File: config.mk
export PLATFORM = sky130hd
export DESIGN_NAME = demux_tdm
export DESIGN_NICKNAME = d
export VERILOG_FILES = /design/src/rtl/demux_pkg.sv /design/src/rtl/demux_slot_ctr.sv /design/src/rtl/demux_tdm.sv
export SDC_FILE = /design/constraint.sdc
export NUM_CORES = 1
export LEC_CHECK = 0
export ABC_AREA = 1
export BUFFER_PORTS_ARGS = -buffer_cell sky130_fd_sc_hd__buf_4
export CAP_MARGIN = 25
export CORE_UTILIZATION = 30
export CTS_CLUSTER_SIZE = 28
export DETAILED_ROUTE_END_ITERATION = 7
export PLACE_DENSITY = 0.5
export RECOVER_POWER = 50
export SYNTH_ARGS = -nofsm -noshare
export SYNTH_HDL_FRONTEND = slang
export SYNTH_SLANG_ARGS = --single-unit
File: constraint.sdc
create_clock -name clk -period 1.2 [get_ports clk]
set_input_delay 0.12 -clock clk [delete_from_list [all_inputs] [get_ports clk]]
set_output_delay 0.12 -clock clk [all_outputs]
set_load 0.005 [all_outputs]
File: src/rtl/demux_pkg.sv
// demux_pkg: shared constants and FSM state type for the TDM demultiplexer.
package demux_pkg;
    localparam int NUM_SLOTS = 4;
    localparam int SEL_W = 2;
    localparam logic [SEL_W-1:0] LAST_SLOT = 2'd3;
    typedef enum logic {HUNT, LOCK} state_e;
endpackage

File: src/rtl/demux_slot_ctr.sv
// demux_slot_ctr: 2-bit slot index counter; clear wins over load-to-1, which wins over advance.
module demux_slot_ctr import demux_pkg::*; (
    input  logic             clk,
    input  logic             rst_n,
    input  logic             adv_i,
    input  logic             load1_i,
    input  logic             clr_i,
    output logic [SEL_W-1:0] cnt_o
);
    logic [SEL_W-1:0] cnt_q, cnt_d;

    always_comb cnt_d = clr_i ? '0 : load1_i ? SEL_W'(1) : adv_i ? cnt_q + 1'b1 : cnt_q;

    always_ff @(posedge clk or negedge rst_n)
        if (!rst_n) cnt_q <= '0;
        else        cnt_q <= cnt_d;

    assign cnt_o = cnt_q;
endmodule

File: src/rtl/demux_tdm.sv
// demux_tdm: 4-slot TDM demultiplexer with sync tracking and whole-frame publish.
// Optional frame counter output enabled by DEMUX_FRAME_CNT_EN.
module demux_tdm import demux_pkg::*; #(
    parameter int WIDTH = 1
) (
    input  logic                       clk,
    input  logic                       rst_n,
    input  logic [WIDTH-1:0]           Y,
    input  logic                       sync,
    input  logic                       G,
    output logic [SEL_W-1:0]           C,
    output logic [NUM_SLOTS*WIDTH-1:0] X,
    output logic                       frame_valid,
    output logic                       sync_err,
    output logic                       locked
`ifdef DEMUX_FRAME_CNT_EN
    ,
    output logic [7:0]                 frame_cnt
`endif
);
    state_e                         state_q;
    logic [(NUM_SLOTS-1)*WIDTH-1:0] shadow_q;
    logic [NUM_SLOTS*WIDTH-1:0]     x_q;
    logic                           fv_q, err_q;
    logic                           valid, in_lock, load1, miss, early, adv, done;

    // In HUNT the counter is always 0, so a sync beat loads slot 0 in either state.
    assign valid   = !G;
    assign in_lock = state_q == LOCK;
    assign load1   = valid && sync;
    assign miss    = valid && in_lock && !sync && C == '0;
    assign early   = valid && in_lock && sync && C != '0;
    assign adv     = valid && in_lock && !sync && C != '0;
    assign done    = adv && C == LAST_SLOT;

    demux_slot_ctr u_ctr (
        .clk     (clk),
        .rst_n   (rst_n),
        .adv_i   (adv),
        .load1_i (load1),
        .clr_i   (miss),
        .cnt_o   (C)
    );

    always_ff @(posedge clk or negedge rst_n)
        if (!rst_n) begin
            state_q  <= HUNT;
            shadow_q <= '0;
            x_q      <= '0;
            fv_q     <= 1'b0;
            err_q    <= 1'b0;
        end else begin
            fv_q  <= done;
            err_q <= miss || early;
            if (load1) begin
                state_q               <= LOCK;
                shadow_q[WIDTH-1:0]   <= Y;
            end else if (miss) begin
                state_q <= HUNT;
            end
            for (int k = 1; k < NUM_SLOTS - 1; k++)
                if (adv && C == SEL_W'(k)) shadow_q[k*WIDTH +: WIDTH] <= Y;
            if (done) x_q <= {Y, shadow_q};
        end

    assign X           = x_q;
    assign frame_valid = fv_q;
    assign sync_err    = err_q;
    assign locked      = state_q == LOCK;

`ifdef DEMUX_FRAME_CNT_EN
    logic [7:0] cnt_q;

    always_ff @(posedge clk or negedge rst_n)
        if (!rst_n)                         cnt_q <= '0;
        else if (miss || early)             cnt_q <= '0;
        else if (done && cnt_q != 8'hFF)    cnt_q <= cnt_q + 8'd1;

    assign frame_cnt = cnt_q;
`endif
endmodule

Word level (Yosys, flattened, before mapping)
Cells that the tools add are included.
{"block": "word_totals", "output_inout_bits": 9, "elab_cells": 34, "in_bits": 5, "reg_bits": 12}
{"block": "classes", "n_reduce_logical": 17, "n_mux": 5, "n_addsub": 1, "eq_ne": 3}
{"cell": "1-bit logical AND", "count": 10}
{"cell": "2-bit 2-to-1 mux", "count": 3}
{"cell": "2-bit == test, second input constant", "count": 2}
{"cell": "2-bit nonzero test", "count": 2}
{"cell": "3-bit nonzero test", "count": 1}
{"cell": "2-bit by 1-bit adder with 2-bit output, second input constant", "count": 1}
{"cell": "2-bit by 1-bit == test with 1-bit output, second input constant", "count": 1}
{"cell": "1-bit zero test", "count": 2}
{"cell": "2-bit zero test", "count": 1}
{"cell": "1-bit 2-to-1 mux", "count": 2}
{"cell": "1-bit logical OR", "count": 1}

Longest topological paths before layout
{"block": "depth", "depth_word": 7, "mapped_depth": 6, "depth_no_buf": 6}

Hierarchy
A second synthesis with hierarchy kept.
{"block": "unflattened", "cells_unflattened": 74, "hier_area_um2": 588.1}
{"module": "demux_tdm", "seq_area_each_um2": 250.2, "instances": 1, "area_per_inst_um2": 480.5, "cells_each": 58}
{"module": "demux_slot_ctr", "seq_area_each_um2": 50.0, "instances": 1, "area_per_inst_um2": 107.6, "cells_each": 16}

Least setup slack after synthesis
OpenSTA, ideal clock, no wires.
{"block": "synth_path", "path_type": "register -> register", "from": "register u_ctr.cnt_q[0], in the netlist u_ctr.cnt_o[0]", "to": "register x_q[0], in the netlist X[0]", "synth_period_minus_slack_ps": 1226, "path_slack_ps": -26, "setup_ps": 118, "stages_incl_launch_ff": 7, "n_path_buf": 0, "required_ps": 1082, "t_arrival_ps": 1107, "path_cell_list": "dfrtp_1 -> inv_1 -> ha_1 -> inv_2 -> nand4_4 -> nand2_1 -> nand2_1"}
{"block": "synth_via", "elab_chain_len": 3, "word_cells_on_any_way": 4, "cone_classes": "eq/ne (1); reduce/logical (3)"}
{"element": "from (decl)", "line": "demux_slot_ctr.sv:10", "text": "logic [SEL_W-1:0] cnt_q, cnt_d;"}
{"element": "from (signal assigned)", "line": "demux_slot_ctr.sv:16", "text": "else cnt_q <= cnt_d;"}
{"element": "2-bit nonzero test", "line": "demux_tdm.sv:33", "text": "assign adv = valid && in_lock && !sync && C != '0;"}
{"element": "1-bit logical AND", "line": "demux_tdm.sv:33"}
{"element": "1-bit logical AND *", "line": "demux_tdm.sv:34", "text": "assign done = adv && C == LAST_SLOT;"}
{"element": "to (signal assigned)", "line": "demux_tdm.sv:63", "text": "if (done) x_q <= {Y, shadow_q};"}
{"element": "to (decl)", "line": "demux_tdm.sv:23", "text": "logic [NUM_SLOTS*WIDTH-1:0] x_q;"}
Mark *: on every way between the ends. The rest lies on a longest branch, timed or not.
A chain may end at the register's enable or synchronous reset.

Final worst setup path
{"block": "layout_path", "from": "register u_ctr.cnt_q[0], in the netlist u_ctr.cnt_o[0]", "to": "register err_q, in the netlist sync_err"}
{"block": "layout_via", "elab_chain_len": 3, "word_cells_on_any_way": 5, "cone_classes": "reduce/logical (5)"}
{"element": "2-bit zero test / 2-bit nonzero test (equally long branches)", "line": "demux_tdm.sv:31, demux_tdm.sv:32"}
{"element": "1-bit logical AND (on tied branches)", "line": "demux_tdm.sv:31, demux_tdm.sv:32"}
{"element": "1-bit logical OR *", "line": "demux_tdm.sv:54", "text": "err_q <= miss || early;"}
{"element": "to (signal assigned)", "line": "demux_tdm.sv:54"}
{"element": "to (decl)", "line": "demux_tdm.sv:24", "text": "logic fv_q, err_q;"}
Marked as above.

==> flow_metrics.env <==
export IMPL_status="complete, no violations"
export IMPL_total_leakage_power_nw=0.439
export IMPL_arrival_ns=1.32
export IMPL_fin_util=0.463
export IMPL_r2r_start="u_ctr.cnt_o[0]"
export IMPL_post_drt_via_cell_ratio=4.66
export IMPL_firstDrtPassIters=4
export IMPL_power_frac_comb=0.419
export IMPL_final_layout_size_suffix_gt1_frac=0.448
export IMPL_worstSetupEndpoint="sync_err"
export IMPL_yosysTopAreaCell="dfrtp_1"
export IMPL_power_net_switching_w=0.000488
export IMPL_ys_seq_area_frac=0.503
export IMPL_clock_latency_ns=0.26
export IMPL_synthesis_instances=63
export IMPL_via_count=522
export IMPL_die_w_um=46.6
export IMPL_ant_nets=0
export IMPL_critical_path_top_delay_family="flip-flops"
export IMPL_critical_path_depth=4
export IMPL_synth_distinct_cells=12
export IMPL_grt_util_all_layers=0.141
export IMPL_drt_initial_drc_count=4
export IMPL_synth_edff_count=0
export IMPL_syn_area_um2=597
export IMPL_worstReg2RegEnd="sync_err"
export IMPL_grt_overflow_total=0
export IMPL_gp_congestion=0.720
export IMPL_fin_crit_sh=0.956
export IMPL_timing_final_crit_period_ns=1.15
export IMPL_grt_max_degree=13
export IMPL_core_um2=1800
export IMPL_clk_pin_slew_worst_paths_ns=0.07
export IMPL_grt_pass1_wl_mm=2.06
export IMPL_numCtsBuffers=3
export IMPL_cts_sinks=12
export IMPL_finalMaxSlewViolations=0
export IMPL_start_util=0.331
export IMPL_antenna_cells=0
export IMPL_r2r_setup_slack_ns=0.05
export IMPL_relSlewSlack=0.566
export IMPL_yosys_most_used_dff="dfrtp_1"
export IMPL_cts_tree="done"
export IMPL_switching_share=0.340
export IMPL_slowest_stage="dfrtp_1"
export IMPL_area_delta_synth_final_pct=39.8
export IMPL_setup_viol=0
export IMPL_reg2reg_depth=4
export IMPL_cp_required_ns=1.37
export IMPL_yosys_warnings=0
export IMPL_cap_violations=0
export IMPL_critPathLaunchType="register"
export IMPL_cp_startpoint="u_ctr.cnt_o[0]"
export IMPL_synth_fp_nets=72
export IMPL_clkPwrFrac=0.164
export IMPL_dieArea_um2=2170
export IMPL_clock_fmax_mhz=872
export IMPL_power_density_nw_per_um2=1720
export IMPL_hp_class="input pin to register"
export IMPL_die_height_um=46.6
export IMPL_worst_slew_pin_slew_ns=0.651
export IMPL_p_int_w=0.000948
export IMPL_io_buffers=13
export IMPL_grt_pass1_vias=476
export IMPL_fin_ws_ns=0.0526
export IMPL_cts_buffer_depth=2
export IMPL_async_flop_share=1.00
export IMPL_netlist_area_leader_share=0.503
export IMPL_seq_power_share=0.417
export IMPL_irDropWorstVdd_mv=0.796
export IMPL_grt_setup_unrepaired="true"
export IMPL_hold_viol_final=0
export IMPL_antenna_found_initial=0
export IMPL_synth_common_cells="nand2_1 (21), dfrtp_1 (12), nand4_1 (9)"
export IMPL_rows=15
export IMPL_crit_fanout=4
export IMPL_dp_slack_ns=0.00413
export IMPL_synthTopCellsByArea="dfrtp_1 (50%), nand2_1 (13%), nand4_1 (9.4%)"
export IMPL_nNetsFinal=98
export IMPL_crit_type="register to register"
export IMPL_path_cells="inv_2, ha_4, buf_4, o31ai_1"
export IMPL_route_detailed_drc=0
export IMPL_critPathBufInv=2
export IMPL_cp_end_kind="register"
export IMPL_p_total_w=0.00144
export IMPL_pin_count=14
export IMPL_dp_hpwl_um=875
export IMPL_synth_seq_cells=12
export IMPL_finalWirelength_mm=1.20
export IMPL_avgSynthCellArea_um2=9.47
export IMPL_max_stage_delay_ns=0.41
export IMPL_tns_ns=0
export IMPL_synth_most_common_cell="nand2_1"
export IMPL_skew_ns=0.00554
export IMPL_clock_root_buffer="clkbuf_4"
export IMPL_dp_cells=105
export IMPL_post_layout_nonfiller_instances=112
export IMPL_wire_per_inst_um=10.8
export IMPL_ctsHtreeMaxLevel=1
## logic make-up (layout without fill, tap and decap cells)
| logic type | Yosys count | count (layout) | synth area share |
|---|---|---|---|
| flip-flops | 12 | 12 | 0.503 |
| buffers and inverters | 7 | 31 | 0.0440 |
| AND/OR/NAND/NOR | 37 | 37 | 0.340 |
| adder cells (fa/ha/maj) | 4 | 4 | 0.0839 |
| AO/OA/AOI/OAI | 3 | 3 | 0.0294 |
## power groups by stage
stage               logic, W  clock network [W]  registers, W
floorplan           0.000243                  0      0.000605
global placement    0.000509                  0      0.000602
detailed placement  0.000502                  0      0.000603
CTS                 0.000531           0.000245      0.000596
global route        0.000688           0.000264      0.000617
finish              0.000602           0.000236      0.000599
## per-layer routing
metal  wire [µm]  GRT usage  vias to the layer above
li1            -          -                      262
met1         566      0.183                      244
met2         562      0.197                       12
met3          41     0.0353                        4
met4          34      0.106                        0
met5           0          0                        -
## worst min-delay path: stages
cell and delay, ns:
buf_4 0.11, nand3_1 0.07, nand2_1 0.06
## how the worst min path moves through the flow
stage	from	endpoint	slack [ns]	cells past startpoint
floorplan	rst_n	X[0]	-0.18	0
global placement	rst_n	sync_err	-0.03	1
detailed placement	rst_n	sync_err	-0.03	1
CTS	Y	shadow_q[0]	0.12	3
global route	Y	shadow_q[0]	0.11	3
finish	Y	shadow_q[0]	0.13	3
## flip-flops by register name (all words and copies together), names as in the netlist
| register | flops |
|---|---|
| frame_valid | 1 |
| u_ctr.cnt_o | 2 |
| shadow_q | 3 |
| X | 4 |
| sync_err | 1 |
| locked | 1 |
## metrics by stage
| stage | cell area, µm² | hold slack (ns) |
|---|---|---|
| 2_1_floorplan | 599 | -0.176 |
| 3_3_place_gp | 758 | -0.0274 |
| 3_5_place_dp | 758 | -0.0313 |
| 4_1_cts | 801 | 0.119 |
| 5_1_grt | 835 | 0.109 |
| 6_report | 835 | 0.126 |
## layout by cell type, fill, tap and decap left out
master	count
buf_4	18
clkbuf_1	1
clkbuf_4	4
dfrtp_1	12
dlygate4sd3_1	1
ha_1	1
ha_2	2
ha_4	1
inv_2	6
inv_8	1
nand2_1	20
nand2_2	4
nand3_1	1
nand4_1	9
nand4_4	1
nor2_4	2
o21ai_0	2
o31ai_1	1
## final cells by class
type / count / area [µm²]
Sequential cell: 12 / 300
Inverter: 7 / 33.8
Multi-Input combinational cell: 44 / 290
Tap cell: 25 / 31.3
Timing Repair Buffer: 21 / 156
Fill cell: 197 / 967
Clock buffer: 3 / 22.5
## repair_timing
| item | in CTS | in global routing |
|---|---|---|
| setup endpoints to repair | 4 | 9 |
| hold endpoints to repair | 12 | 0 |
| resized for setup | 1 | 8 |
| hold buffers | 1 | 0 |
| buffers inserted | 1 | 2 |
(Power assumes the default switching activity.)
